===== src/rtl/ooo_reg_scoreboard_if.sv =====
// rtl/ooo_reg_scoreboard_if.sv - dispatch, lookup, writeback and status bundle for the register scoreboard
interface ooo_reg_scoreboard_if #(
  parameter int NUM_REGS = 32,
  parameter int REG_W    = 5,
  parameter int TAG_W    = 4,
  parameter int NUM_WB   = 2
);
  localparam int CNT_W = $clog2(NUM_REGS + 1);

  logic                    dispatch_valid;
  logic                    dispatch_wen;
  logic [REG_W-1:0]        dispatch_rd;
  logic [TAG_W-1:0]        dispatch_tag;
  logic                    use_rs1;
  logic                    use_rs2;
  logic [REG_W-1:0]        rs1;
  logic [REG_W-1:0]        rs2;
  logic                    stall;
  logic                    flush;
  logic [NUM_WB-1:0]       wb_valid;
  logic [NUM_WB*REG_W-1:0] wb_rd;
  logic [NUM_WB*TAG_W-1:0] wb_tag;
  logic                    rs1_busy;
  logic                    rs2_busy;
  logic                    rd_busy;
  logic [TAG_W-1:0]        rs1_tag;
  logic [TAG_W-1:0]        rs2_tag;
  logic                    hazard;
  logic [CNT_W-1:0]        busy_count;

  modport master (
    output dispatch_valid, dispatch_wen, dispatch_rd, dispatch_tag,
    output use_rs1, use_rs2, rs1, rs2, stall, flush,
    output wb_valid, wb_rd, wb_tag,
    input  rs1_busy, rs2_busy, rd_busy, rs1_tag, rs2_tag, hazard, busy_count
  );

  modport slave (
    input  dispatch_valid, dispatch_wen, dispatch_rd, dispatch_tag,
    input  use_rs1, use_rs2, rs1, rs2, stall, flush,
    input  wb_valid, wb_rd, wb_tag,
    output rs1_busy, rs2_busy, rd_busy, rs1_tag, rs2_tag, hazard, busy_count
  );
endinterface


===== src/rtl/ooo_reg_scoreboard.sv =====
// rtl/ooo_reg_scoreboard.sv - per-register busy bit and producer tag table with writeback bypass
module ooo_reg_scoreboard #(
  parameter int NUM_REGS  = 32,
  parameter int REG_W     = 5,
  parameter int TAG_W     = 4,
  parameter int NUM_WB    = 2,
  parameter bit WAW_STALL = 1'b1
) (
  input logic                 CLK,
  input logic                 nRST,
  ooo_reg_scoreboard_if.slave sb
);
  localparam int CNT_W = $clog2(NUM_REGS + 1);

  logic [NUM_REGS-1:0]            busy_q, busy_n, wb_hit, live;
  logic [NUM_REGS-1:0][TAG_W-1:0] tag_q, tag_n;
  logic [CNT_W-1:0]               count_q, count_n;
  logic                           rs1_busy, rs2_busy, rd_busy, hazard, accept;

  function automatic logic pick_busy(input logic [REG_W-1:0] idx, input logic [NUM_REGS-1:0] vec);
    pick_busy = 1'b0;
    for (int r = 1; r < NUM_REGS; r++)
      if (idx == REG_W'(r)) pick_busy = vec[r];
  endfunction

  function automatic logic [TAG_W-1:0] pick_tag(input logic [REG_W-1:0] idx,
                                                input logic [NUM_REGS-1:0][TAG_W-1:0] tags);
    pick_tag = '0;
    for (int r = 1; r < NUM_REGS; r++)
      if (idx == REG_W'(r)) pick_tag = tags[r];
  endfunction

  // A writeback only hits when its tag matches the current producer, so stale WAW results fall through.
  always_comb begin
    wb_hit = '0;
    for (int p = 0; p < NUM_WB; p++)
      for (int r = 1; r < NUM_REGS; r++)
        if (sb.wb_valid[p] && sb.wb_rd[p*REG_W +: REG_W] == REG_W'(r) &&
            sb.wb_tag[p*TAG_W +: TAG_W] == tag_q[r])
          wb_hit[r] = 1'b1;
  end

  assign live     = busy_q & ~wb_hit;
  assign rs1_busy = sb.use_rs1 & pick_busy(sb.rs1, live);
  assign rs2_busy = sb.use_rs2 & pick_busy(sb.rs2, live);
  assign rd_busy  = sb.dispatch_wen & pick_busy(sb.dispatch_rd, live);
  assign hazard   = rs1_busy | rs2_busy | (WAW_STALL & rd_busy);
  assign accept   = sb.dispatch_valid & sb.dispatch_wen & ~sb.stall & ~hazard & ~sb.flush;

  // Priority: flush over dispatch set over writeback clear.
  always_comb begin
    busy_n = busy_q & ~wb_hit;
    tag_n  = tag_q;
    for (int r = 1; r < NUM_REGS; r++)
      if (accept && sb.dispatch_rd == REG_W'(r)) begin
        busy_n[r] = 1'b1;
        tag_n[r]  = sb.dispatch_tag;
      end
    if (sb.flush) busy_n = '0;
    busy_n[0] = 1'b0;
    count_n = '0;
    for (int r = 0; r < NUM_REGS; r++)
      count_n = count_n + CNT_W'(busy_n[r]);
  end

  always_ff @(posedge CLK) begin
    if (!nRST) begin
      busy_q  <= '0;
      tag_q   <= '0;
      count_q <= '0;
    end else begin
      busy_q  <= busy_n;
      tag_q   <= tag_n;
      count_q <= count_n;
    end
  end

  assign sb.rs1_busy   = rs1_busy;
  assign sb.rs2_busy   = rs2_busy;
  assign sb.rd_busy    = rd_busy;
  assign sb.rs1_tag    = rs1_busy ? pick_tag(sb.rs1, tag_q) : '0;
  assign sb.rs2_tag    = rs2_busy ? pick_tag(sb.rs2, tag_q) : '0;
  assign sb.hazard     = hazard;
  assign sb.busy_count = count_q;
endmodule


===== src/flat_wrapper.sv =====
// flat-port wrapper written by rule: the top's interface ports become plain ports
module ooo_reg_scoreboard_flat 
#(
  parameter int NUM_REGS  = 32,
  parameter int REG_W     = 5,
  parameter int TAG_W     = 4,
  parameter int NUM_WB    = 2,
  parameter bit WAW_STALL = 1'b1
)
  (CLK, nRST, sb_dispatch_valid, sb_dispatch_wen, sb_dispatch_rd, sb_dispatch_tag, sb_use_rs1, sb_use_rs2, sb_rs1, sb_rs2, sb_stall, sb_flush, sb_wb_valid, sb_wb_rd, sb_wb_tag, sb_rs1_busy, sb_rs2_busy, sb_rd_busy, sb_rs1_tag, sb_rs2_tag, sb_hazard, sb_busy_count);
  ooo_reg_scoreboard_if #(.NUM_REGS(NUM_REGS), .REG_W(REG_W), .TAG_W(TAG_W), .NUM_WB(NUM_WB)) sb_i ();
  input logic CLK;
  input logic nRST;
  input wire logic [$bits(sb_i.dispatch_valid)-1:0] sb_dispatch_valid;
  input wire logic [$bits(sb_i.dispatch_wen)-1:0] sb_dispatch_wen;
  input wire logic [$bits(sb_i.dispatch_rd)-1:0] sb_dispatch_rd;
  input wire logic [$bits(sb_i.dispatch_tag)-1:0] sb_dispatch_tag;
  input wire logic [$bits(sb_i.use_rs1)-1:0] sb_use_rs1;
  input wire logic [$bits(sb_i.use_rs2)-1:0] sb_use_rs2;
  input wire logic [$bits(sb_i.rs1)-1:0] sb_rs1;
  input wire logic [$bits(sb_i.rs2)-1:0] sb_rs2;
  input wire logic [$bits(sb_i.stall)-1:0] sb_stall;
  input wire logic [$bits(sb_i.flush)-1:0] sb_flush;
  input wire logic [$bits(sb_i.wb_valid)-1:0] sb_wb_valid;
  input wire logic [$bits(sb_i.wb_rd)-1:0] sb_wb_rd;
  input wire logic [$bits(sb_i.wb_tag)-1:0] sb_wb_tag;
  output wire logic [$bits(sb_i.rs1_busy)-1:0] sb_rs1_busy;
  output wire logic [$bits(sb_i.rs2_busy)-1:0] sb_rs2_busy;
  output wire logic [$bits(sb_i.rd_busy)-1:0] sb_rd_busy;
  output wire logic [$bits(sb_i.rs1_tag)-1:0] sb_rs1_tag;
  output wire logic [$bits(sb_i.rs2_tag)-1:0] sb_rs2_tag;
  output wire logic [$bits(sb_i.hazard)-1:0] sb_hazard;
  output wire logic [$bits(sb_i.busy_count)-1:0] sb_busy_count;
  assign sb_i.dispatch_valid = sb_dispatch_valid;
  assign sb_i.dispatch_wen = sb_dispatch_wen;
  assign sb_i.dispatch_rd = sb_dispatch_rd;
  assign sb_i.dispatch_tag = sb_dispatch_tag;
  assign sb_i.use_rs1 = sb_use_rs1;
  assign sb_i.use_rs2 = sb_use_rs2;
  assign sb_i.rs1 = sb_rs1;
  assign sb_i.rs2 = sb_rs2;
  assign sb_i.stall = sb_stall;
  assign sb_i.flush = sb_flush;
  assign sb_i.wb_valid = sb_wb_valid;
  assign sb_i.wb_rd = sb_wb_rd;
  assign sb_i.wb_tag = sb_wb_tag;
  assign sb_rs1_busy = sb_i.rs1_busy;
  assign sb_rs2_busy = sb_i.rs2_busy;
  assign sb_rd_busy = sb_i.rd_busy;
  assign sb_rs1_tag = sb_i.rs1_tag;
  assign sb_rs2_tag = sb_i.rs2_tag;
  assign sb_hazard = sb_i.hazard;
  assign sb_busy_count = sb_i.busy_count;
  ooo_reg_scoreboard #(.NUM_REGS(NUM_REGS), .REG_W(REG_W), .TAG_W(TAG_W), .NUM_WB(NUM_WB), .WAW_STALL(WAW_STALL)) u_core (.CLK(CLK), .nRST(nRST), .sb(sb_i));
endmodule

===== config.mk =====
export PLATFORM = sky130hd
export DESIGN_NAME = ooo_reg_scoreboard_flat
export DESIGN_NICKNAME = d
export VERILOG_FILES = /design/src/rtl/ooo_reg_scoreboard_if.sv /design/src/rtl/ooo_reg_scoreboard.sv /design/src/flat_wrapper.sv
export SDC_FILE = /design/constraint.sdc
export NUM_CORES = 1
export LEC_CHECK = 0
export BUFFER_PORTS_ARGS = -buffer_cell sky130_fd_sc_hd__buf_4
export CELL_PAD_IN_SITES_DETAIL_PLACEMENT = 0
export CELL_PAD_IN_SITES_GLOBAL_PLACEMENT = 1
export CORE_AREA = 2 2 226 228
export CTS_CLUSTER_DIAMETER = 60
export DETAILED_ROUTE_END_ITERATION = 8
export DIE_AREA = 0 0 228 230
export GPL_TIMING_DRIVEN = 1
export HOLD_SLACK_MARGIN = 0.12
export PLACE_DENSITY_LB_ADDON = 0.1
export RECOVER_POWER = 25
export SYNTH_ARGS = -nofsm -noshare
export SYNTH_HDL_FRONTEND = slang
export SYNTH_SLANG_ARGS = --single-unit

===== constraint.sdc =====
create_clock -name CLK -period 11.6 [get_ports CLK]
set_input_delay 3.48 -clock CLK [delete_from_list [all_inputs] [get_ports CLK]]
set_output_delay 3.48 -clock CLK [all_outputs]
set_load 0.05 [all_outputs]

==> results.md <==
- Die area: 0.0524 mm²
- Max Cap Viol: 0
- Leakage: 0.00696 µW
- Detailed Route WL: 83.0 mm
- Synth Register Bits: 161
- Largest net degree at the start of global routing: 78
- All-Layer GR Usage: 31.5%
- Setup bufs post-CTS: 0
- Dpl cells: 2606
- P_int: 973 µW
- Clock slew at reported path FFs: 0.07 ns
- Crit Reg-Reg Startpoint: u_core.tag_q[96]
- Initial antenna violation count: 2
- Fin worst setup slack: 0.388 ns
- Combinational power share: 21.8%
- Hold wc startpoint: u_core.tag_q[4]
- R2r setup slk: approximately 3.4 ns
- Worst slew margin: 23.1%
- Overflow after GRT: 0
- Die Ht: 230 µm
- Hold path cells: 2
- CP endpoint kind: output pin
- Number of global-route vias before repair: 15300
- RD Place Congestion: 0.963
- Die width: 228 µm
- I/O pins: 65
- Final nets: 2032
- Syn_nets: roughly 1900
- PostCTS Resize Cnt: 0
- First-pass GRT wire length: between 100 and 150 mm
- WHS Endpoint: u_core.tag_q[4]
- Hold Fails Final Rpt: 0
- Drt first-iter violations: 2063
- Most frequent cells in the layout: 239 x nand2_1, 194 x buf_4, 161 x dfxtp_1
- Power Dens Cells: 85.9 mW/mm²
- Crit share post-route: a little over nine tenths
- Worst-Margin Slew: 1.15 ns
- Slew Viols, Final: 0
- Routed WL per cell: roughly 31 µm
- Sw Share: 33.9%
- Sequential fraction of the synthesis area: 21.7%
- Vias: roughly 16000
- Synthesized area per cell: 7.94 µm²
- Most common cell after layout, fill and taps aside: nand2_1
- Worst R2R Path Depth: 28
- Max H-tree Level: 4
- Number of remaining DRC errors: 0
- Fin cells: 2639
- P_sw: 499 µW
- Peak supply drop: 0.120 mV
- Area Growth Syn to Fin: 15.7%
- Hold Crit Class: reg -> reg
- Root Driver: clkbuf_16
- Synth Flop Type: dfxtp_1
- Via density: 6.00
- Final min period: 11.21 ns
- CTS tree: done
- Core region area: about 0.05 mm²
- Clock insertion delay at the later pin of the skew report: 0.51 ns
- Number of I/O port buffers: 64
- Fraction of layout cells with a size suffix above 1: 14.9%
- Critical path required time: 8.12 ns
- CTS Hold Buffers Added: 0
- Total negative slack: 0 ns
- Starting density of the core: 29.7%
- Synth warn: 0
- Sequential share of power: 37.6%
- Post-place setup slack: 0.107 ns
- Final setup violation count: 0
- Mapped Area: 0.0148 mm²
- RSZ-0062 raised after global routing: no
- Clock buffer depth: 2
- DPL Wire Length: 64.0 mm
- Crit path kind: in -> out
- Startpoint Class: input pin
- TritonCTS buffer count: 17
- FF-to-FF End: u_core.sb.busy_count[4]
- Status: completed
- Cell variety after synth: 94
- # rows: 82
- Max Fclk: 0.0892 GHz
- Num Clock Sinks: 161
- Power Total: roughly 1500 µW
- Clock power frac: 40.5%
- Syn Inst Count: ~1900
- Number of detailed-route iterations in the first pass: 6
- Synth async-reset ratio: 0%
- Clock Skew: a little under 0.02 ns
- EDFF count, synth: 0
- Crit-path max FO: 17
- Antenna-violating nets left: 0
- CP Launch Point: sb_wb_tag[1]
- CP Data Arrival Time: slightly below 8 ns
[final cells by class]
| class | instances | area, µm² |
|---|---|---|
| well taps | 672 | 841 |
| clock inverters | 11 | 129 |
| flip-flops and latches | 161 | 3220 |
| fillers | 5426 | 32700 |
| diodes | 1 | 2.50 |
| clock buffers | 21 | 450 |
| repair buffers | 214 | 1580 |
| inverters | 48 | 180 |
| multi-input cells | 1511 | 10700 |
[logic make-up (layout without fill, tap and decap cells)]
kind of cell             Yosys count  in the layout  synth area share [%]
buffers and inverters            194            294                  5.55
other                              0              1                     0
AO/OA/AOI/OAI                    408            408                  18.5
multiplexers                     161            161                  11.7
XOR/XNOR                         252            252                  14.9
adder cells (fa/ha/maj)           32             32                  3.87
flip-flops                       161            161                  21.7
AND/OR/NAND/NOR                  658            658                  23.8
[power groups by stage]
| stage | Combinational, µW | Sequential, µW | Clock (µW) |
|---|---|---|---|
| 2_1_floorplan | 179 | 567 | 0 |
| 3_3_place_gp | 315 | 567 | 0 |
| 3_5_place_dp | 315 | 567 | 0 |
| 4_1_cts | 316 | 554 | 612 |
| 5_1_grt | 333 | 554 | 631 |
| 6_report | 322 | 554 | 597 |
[worst max-delay path by stage]
stage,endpoint,slack [ns],cells after the start
2_1_floorplan,u_core.sb.busy_count[4],0.76,31
3_3_place_gp,u_core.sb.busy_count[4],0.04,29
3_5_place_dp,u_core.sb.busy_count[4],0.11,29
4_1_cts,u_core.sb.busy_count[4],0.61,29
5_1_grt,u_core.sb.busy_count[4],0.06,29
6_report,sb_hazard,0.39,16
[synthesized netlist by cell type (21+ instances only)]
master	number	area, µm²
nand2_1	240	901
dfxtp_1	161	3220
mux2i_1	141	1410
xor2_1	140	1230
a21oi_1	112	561
xnor2_1	112	981
clkbuf_1	99	372
nor2_1	99	372
o21ai_0	59	295
nand3_1	54	270
inv_1	45	169
nor3_1	42	210
nand4_1	40	250
nor4_1	30	188
a31oi_1	24	150
a21o_1	23	173
buf_2	23	115
fa_1	23	460
o22ai_1	23	144
nand4_2	21	263
[per-layer routing]
layer | part of all wire (%) | wire length (µm) | track usage [%]
met3 | 8.5 | 7020 | 6.09
met1 | 46 | 38500 | 45.6
met4 | 2.9 | 2380 | 10.1
met5 | 0.016 | 13 | 0
met2 | 42 | 35100 | 46.6
[sequential cells by signal, summed over array words and instances (netlist names)]
name                  cells
u_core.tag_q            124
u_core.busy_q            31
u_core.sb.busy_count      6
[per-stage QoR]
step	hold WS (ns)	util (%)	instance area [µm²]
after floorplan	0.477	-	14800
after CTS	0.542	34.6	17300
after detailed placement	0.533	33.5	16700
after global routing	0.575	34.4	17100
after global placement	0.521	33.5	16700
final	0.541	34.4	17200
[worst max-delay path, stage by stage]
cell and delay, ns:
buf_4 0.37, buf_4 0.31, xor2_1 0.16, nor4_1 0.68, nand4_1 0.17, nand3_1 0.37, o22ai_1 0.15, nor2_1 0.23
o21ai_1 0.19, a211oi_4 0.27, buf_12 0.16, buf_4 0.12, clkbuf_1 0.24, inv_1 0.22, or3_1 0.38, buf_4 0.19
No activity file was read; power rests on OpenSTA's default activity.
